[src/rtl/fm_iq_mod.sv]
// fm_iq_mod: audio -> deviation-scaled phase accumulator -> pipelined CORDIC -> constant-envelope {Q,I}
// Define FM_IQ_MOD_PREEMPH_EN to add a first-order pre-emphasis stage ahead of the accumulator.
module fm_iq_mod #(
  parameter int PHASE_W = 32,
  parameter int STAGES  = 16,
  parameter int AMP     = 19898
) (
  input  logic        aclk,
  input  logic        aresetn,
  input  logic [15:0] audio,
  input  logic        audio_valid,
  output logic        audio_ready,
  input  logic [15:0] dev_gain,
  output logic [31:0] out,
  output logic        out_valid,
  input  logic        out_ready
);
  localparam int XW = 20;
  localparam logic signed [XW-1:0] X0  = XW'(AMP * 4);
  localparam logic signed [XW-1:0] LIM = XW'(32767);
  localparam logic [15:0] ATAN [16] = '{16'd8192, 16'd4836, 16'd2555, 16'd1297, 16'd651, 16'd326,
                                        16'd163, 16'd81, 16'd41, 16'd20, 16'd10, 16'd5, 16'd3,
                                        16'd1, 16'd1, 16'd0};
  logic en, accept, src_v, a_v, fold;
  logic [15:0] src_a, src_g, theta;
  logic signed [31:0] prod;
  logic [PHASE_W-1:0] acc, inc;
  logic signed [XW-1:0] xs [STAGES], ys [STAGES], xn [STAGES], yn [STAGES];
  logic [15:0] zs [STAGES], zn [STAGES];
  logic [STAGES-1:0] vs;
  function automatic logic [15:0] sat_iq(input logic signed [XW-1:0] v);
    logic signed [XW-1:0] s;
    s = v >>> 2;
    return s > LIM ? 16'h7fff : s < -LIM ? 16'h8001 : s[15:0];
  endfunction
  assign en = ~(out_valid & ~out_ready);
  assign audio_ready = en;
  assign accept = audio_valid & en;
`ifdef FM_IQ_MOD_PREEMPH_EN
  logic [15:0] prev, pre_a, pre_g;
  logic pre_v;
  logic signed [16:0] diff;
  assign diff = $signed({audio[15], audio}) - ($signed({prev[15], prev}) >>> 1);
  always_ff @(posedge aclk or negedge aresetn)
    if (!aresetn) begin
      prev <= '0;
      pre_a <= '0;
      pre_g <= '0;
      pre_v <= 1'b0;
    end else if (en) begin
      prev <= accept ? audio : prev;
      pre_a <= diff[16] != diff[15] ? {diff[16], {15{~diff[16]}}} : diff[15:0];
      pre_g <= dev_gain;
      pre_v <= accept;
    end
  assign src_a = pre_a;
  assign src_g = pre_g;
  assign src_v = pre_v;
`else
  assign src_a = audio;
  assign src_g = dev_gain;
  assign src_v = accept;
`endif
  assign prod = $signed({{16{src_a[15]}}, src_a}) * $signed({16'd0, src_g});
  assign inc = PHASE_W'(prod);
  assign theta = acc[PHASE_W-1 -: 16];
  // Quadrants 1 and 2 start from -AMP so the CORDIC only ever rotates within +/-pi/2
  assign fold = theta[15] ^ theta[14];
  always_comb
    for (int i = 0; i < STAGES; i++) begin
      xn[i] = zs[i][15] ? xs[i] + (ys[i] >>> i) : xs[i] - (ys[i] >>> i);
      yn[i] = zs[i][15] ? ys[i] - (xs[i] >>> i) : ys[i] + (xs[i] >>> i);
      zn[i] = zs[i][15] ? zs[i] + ATAN[i] : zs[i] - ATAN[i];
    end
  // The last micro-rotation feeds the saturating output register directly
  always_ff @(posedge aclk or negedge aresetn)
    if (!aresetn) begin
      acc <= '0;
      a_v <= 1'b0;
      vs <= '0;
      out <= '0;
      out_valid <= 1'b0;
      for (int i = 0; i < STAGES; i++) begin
        xs[i] <= '0;
        ys[i] <= '0;
        zs[i] <= '0;
      end
    end else if (en) begin
      acc <= src_v ? acc + inc : acc;
      a_v <= src_v;
      xs[0] <= fold ? -X0 : X0;
      ys[0] <= '0;
      zs[0] <= {theta[15] ^ fold, theta[14:0]};
      for (int i = 1; i < STAGES; i++) begin
        xs[i] <= xn[i-1];
        ys[i] <= yn[i-1];
        zs[i] <= zn[i-1];
      end
      vs <= {vs[STAGES-2:0], a_v};
      out <= vs[STAGES-1] ? {sat_iq(yn[STAGES-1]), sat_iq(xn[STAGES-1])} : out;
      out_valid <= vs[STAGES-1];
    end
endmodule

[config.mk]
export PLATFORM = sky130hd
export DESIGN_NAME = fm_iq_mod
export DESIGN_NICKNAME = d
export VERILOG_FILES = /design/src/rtl/fm_iq_mod.sv
export SDC_FILE = /design/constraint.sdc
export NUM_CORES = 2
export LEC_CHECK = 0
export ABC_CLOCK_PERIOD_IN_PS = 5450
export CAP_MARGIN = 20
export CORE_ASPECT_RATIO = 0.7
export CORE_UTILIZATION = 55
export DETAILED_ROUTE_END_ITERATION = 8
export HOLD_SLACK_MARGIN = 0.08
export PLACE_DENSITY = 0.74
export SKIP_LAST_GASP = 1
export SYNTH_ARGS = -nofsm -noshare
export SYNTH_HDL_FRONTEND = slang
export SYNTH_SLANG_ARGS = --single-unit
[constraint.sdc]
create_clock -name aclk -period 5.45 [get_ports aclk]
set_clock_uncertainty 0.05 [all_clocks]
set_input_delay 0.545 -clock aclk [delete_from_list [all_inputs] [get_ports aclk]]
set_output_delay 0.545 -clock aclk [all_outputs]
set_load 0.03 [all_outputs]
; ---- Yosys cells after proc, flatten, opt, wreduce, memory -nomap -nowiden
; Index checks and enable logic that the tools add are counted.
; Widths: inputs -> output; s select.
[word_totals]
reg_bits = 958
mem_bits_ro = 0
latch_bits = 0
mem_count = 0
input_bits = 36
word_cells = 208
ram_bits = 0
[op_classes]
n_eq_ne = 0
bitwise = 6
muxes = 51
n_addsub = 92
n_reduce_logical = 2
mul = 1
magnitude_cmp = 4
shifts = 0
div_mod_pow = 0
[op_table]
columns = op, count
row1 = $mux 20, 32
row2 = $mux 16, 19
row3 = $add 20x10->20, 2
row4 = $add 20x11->20, 2
row5 = $add 20x12->20, 2
row6 = $add 20x13->20, 2
row7 = $add 20x14->20, 2
row8 = $add 20x15->20, 2
row9 = $add 20x16->20, 2
row10 = $add 20x17->20, 2
row11 = $add 20x18->20, 2
row12 = $add 20x19->20, 2
row13 = $add 20x5->20, 2
row14 = $add 20x6->20, 2
row15 = $add 20x7->20, 2
row16 = $add 20x8->20, 2
row17 = $add 20x9->20, 2
row18 = $sub 20x10->20, 2
row19 = $sub 20x11->20, 2
row20 = $sub 20x12->20, 2
row21 = $sub 20x13->20, 2
row22 = $sub 20x14->20, 2
row23 = $sub 20x15->20, 2
row24 = $sub 20x16->20, 2
row25 = 45 further kinds, 61

; ---- Longest topological paths before layout
[logic_depth]
word_depth = 5
mapped_depth = 25

; ---- Worst setup path before layout
; No wires, ideal clock.
[synth_timing]
path_type = input-to-reg
startpoint = input audio[9]
endpoint = register acc[31]
required_ps = 5277
n_path_buf = 1
slack_ps = -901
stages = 24
arrival_time_ps = 6179
path_cell_list = clkbuf_1 -> nand2_1 -> fa_1 -> inv_1 -> fa_1 -> inv_1 -> fa_1 -> inv_1 -> fa_1 -> fa_1 -> inv_1 -> fa_1 -> inv_1 -> ha_1 -> a21o_1 -> a21oi_1 -> nor2b_1 -> a311oi_1 -> a31oi_1 -> a31oi_1 -> o21ai_0 -> a211oi_1 -> a21oi_1 -> xnor2_1
[synth_via]
elab_chain_cells = 2
[synth_rtl]
columns = item, line
row1 = start: declaration, 10  ; input logic [15:0] audio,
row2 = $mul 16x17->32, 64  ; assign prod = $signed({{16{src_a[15]}}, src_a}) * $signed({16'd0, src_g});
row3 = $add 32x32->32, 89  ; acc <= src_v ? acc + inc : acc;
row4 = end signal: assignment, 89
row5 = end: declaration, 27  ; logic [PHASE_W-1:0] acc, inc;
; No other way between the ends.
; A chain may end at the register's enable or synchronous reset.

; ---- Worst setup path after layout
[layout_timing]
startpoint = input dev_gain[6]
endpoint = register acc[18]
[layout_via]
elab_chain_cells = 2
[layout_rtl]
columns = item, line
row1 = start: declaration, 13  ; input logic [15:0] dev_gain,
row2 = $mul 16x17->32, 64
row3 = $add 32x32->32, 89
; No other way between the ends.

==> metrics.md <==
| Metric | Value |
|---|---|
| Status | `finished with violations` |
| Failing checks | `setup timing` |
| RSZ-0062 raised after global routing | `yes` |
| Sinks on Clock Net | `895` |
| Final ANT Viol Nets | `0` |
| H-tree depth | `3` |
| Area fraction of the dominant cell type after synthesis | `0.273` |
| Largest net degree at the start of global routing | `165` |
| DR WL/cell | `17.5 um` |
| Fin crit period | `5.56 ns` |
| Root buffer cell | `clkbuf_16` |
| CP Capture Type | `flip-flop` |
| Final Max Slew Viols | `0` |
| Final #Nets | `roughly 11000` |
| Syn Nets | `roughly 11000` |
| Final setup vio count | `9` |
| Die Y | `325 um` |
| Sequential area share after synthesis | `0.273` |
| Crit Path Class | `input pin to flip-flop` |
| IO buf count | `69` |
| Fin. Hold Viols | `0` |
| Most frequent cell on the critical path | `fa_1` |
| Total track usage | `0.276` |
| Io pins | `70` |
| #FFs+latches synth | `895` |
| Row count | `about 120` |
| Initial antenna violation count | `3` |
| Dpl hpwl | `160000 um` |
| Multi-input gate area | `0.0561 mm^2` |
| Synth-to-layout area growth | `9.87%` |
| Number of synthesized flops with an enable pin | `0` |
| Unique cell type count in the Yosys netlist | `95` |
| Avg Cell Area, Syn | `a little over 8 um^2` |
| First-pass GRT wire length | `349000 um` |
| Synth Warn # | `0` |
| Worst path buffer plus inverter count | `9` |
| Worst skew pair latency | `roughly 0.73 ns` |
| Filler cell count | `13000` |
| WP data arrival | `6.11 ns` |
| Die X | `464 um` |
| Clock transition at the registers of the reported paths | `0.06 ns` |
| Synth top area cells | `dfrtp_1, ha_1, fa_1` |
| Worst Hold Class | `flip-flop to flip-flop` |
| Asr flop ratio synth | `1.00` |
| Vias in the first global route | `67800` |
| DRC Markers | `0` |
| Largest area contributor in the netlist | `dfrtp_1` |
| Max stage delay on crit path | `0.52 ns` |
| Placed Area | `0.0860 mm^2` |
| Synthesized cell area | `just over 0.08 mm^2` |
| Storage cell area | `between 0.02 and 0.025 mm^2` |
| CTS tree | `yes` |
| Max_slew headroom | `0.269` |
| Max-cap violations | `0` |
| Initial drt markers | `around 6000` |
| Crit start category | `input pin` |
| Slew of the pin with the lowest slew margin | `1.07 ns` |
| Die footprint | `0.151 mm^2` |
| Share of cells above drive strength 1 | `0.0683` |
| Fmax | `180 MHz` |
| CTS buffer count | `97` |
| Overflow after GRT | `0` |
| GP Congestion | `0.931` |
| Mapped Cells | `just under 10000` |
| Vias | `70500` |
| Synth Flop Type | `dfrtp_1` |
| Worst path slowest cell | `fa_1` |
| Post-route setup slack | `-0.114 ns` |
| Top Family by Delay on Critical Path | `adder cells` |
| Fin area | `0.0901 mm^2` |
| Detailed Route WL | `about 210000 um` |
| Largest fanout on the critical path | `6` |
| Max clock buf depth | `3` |
| Vias per cell | `5.87` |
| First drt pass iteration count | `6` |
| Final Util | `0.609` |
| Final period utilization | `1.02` |
| Core ar. | `0.148 mm^2` |
| Worst endpoint required time | `6.00 ns` |
| Initial core utilization | `0.555` |
## sequential cells by signal, indices dropped and copies added (netlist names)
| register | flops |
|---|---|
| zs | 241 |
| vs | 16 |
| out | 32 |
| acc | 32 |
| xs | 282 |
| a_v | 1 |
| out_valid | 1 |
| ys | 290 |
## worst register-to-register path, cell delays in order (launching register included)
cell and delay [ns]:
dfrtp_1 0.37, inv_1 0.06, fa_1 0.49, inv_1 0.05, fa_1 0.53, fa_1 0.45, fa_1 0.56, inv_2 0.04
fa_1 0.49, inv_2 0.05, ha_4 0.21, buf_6 0.12, a21o_1 0.15, a21o_1 0.18, a21oi_2 0.16, o21ai_2 0.10
a31oi_2 0.26, o221a_4 0.26, o31ai_4 0.07, o21ai_1 0.16, xor2_1 0.16, o21ai_1 0.07
## path summary, 6_finish.rpt
kind,from,end,slack (ns),cells past startpoint
setup / recovery,dev_gain[6],acc[18],-0.11,26
hold / removal,zs[80],zs[64],0.41,2
setup reg to reg,acc[15],acc[30],0.25,21
hold reg to reg,zs[80],zs[64],0.41,2
max in group asynchronous,aresetn,ys[134],3.53,3
min in group asynchronous,aresetn,zs[21],0.42,2
## layer usage
layer	GRT usage	wire length, um
met4	0.0426	2750
met3	0.0368	12700
met2	0.409	88000
met5	0	0
met1	0.432	107000
## synth_stat cells (47+ instances only)
| library cell | count |
|---|---|
| a211oi_1 | 123 |
| a21o_1 | 173 |
| a21oi_1 | 1057 |
| a31oi_1 | 95 |
| and2_1 | 148 |
| and3_1 | 94 |
| clkbuf_1 | 293 |
| dfrtp_1 | 895 |
| fa_1 | 265 |
| ha_1 | 926 |
| inv_1 | 776 |
| mux2i_1 | 47 |
| nand2_1 | 1002 |
| nand2b_1 | 89 |
| nand3_1 | 178 |
| nor2_1 | 974 |
| nor2b_1 | 79 |
| nor3_1 | 242 |
| o21ai_0 | 543 |
| o21bai_1 | 139 |
| o31ai_1 | 86 |
| or3_1 | 100 |
| xnor2_1 | 492 |
| xor2_1 | 399 |
## what timing repair did
item	in CTS	in global routing
resized for setup	183	101
setup endpoints to repair	17	17
buffers inserted	30	23
hold buffers	1	0
cloned	5	0
hold endpoints to repair	80	0
pin swaps	94	99
## final cells by class
class                   instances  area share
repair buffers                323      0.0331
clock buffers                 138      0.0314
multi-input cells            7868       0.622
inverters                     780      0.0326
clock inverters                36     0.00478
diodes                          1   0.0000278
flip-flops and latches        895       0.248
well taps                    1980      0.0275
## metrics by stage
step | cells | setup slack (ns) | setup TNS (ns) | hold WS [ns]
6_report | 12000 | -0.114 | -0.583 | 0.409
5_1_grt | 12000 | -0.263 | -2.43 | 0.430
4_1_cts | 12000 | -0.130 | -0.509 | 0.402
3_5_place_dp | 11800 | -1.45 | -21.67 | 0.405
3_3_place_gp | 11800 | -1.41 | -20.73 | 0.401
2_1_floorplan | 9869 | -0.382 | -2.21 | 0.199
## logic make-up (layout without fill, tap and decap cells)
group	after synthesis	in the layout	share of synthesized area
buf+inv	1106	1277	0.0507
fa+ha+maj	1191	1191	0.206
flops	895	895	0.273
mux	85	85	0.0110
xor+xnor	892	892	0.0953
simple gates	3117	3117	0.174
compound gates	2583	2583	0.191
other cells	0	1	0
## cells in the final DEF, fill, tap and decap left out, drive strengths merged, types with 273 or more instances in the layout
master	netlist	final
buf	33	273
inv	777	780
a21oi	1062	1062
nor2	975	975
xor2	399	399
ha	926	926
o21ai	546	546
nand2	1002	1002
dfrtp	895	895
xnor2	493	493
Power is not shown: default switching activity piles up to over one toggle a cycle in this logic, so the estimate is an artifact.
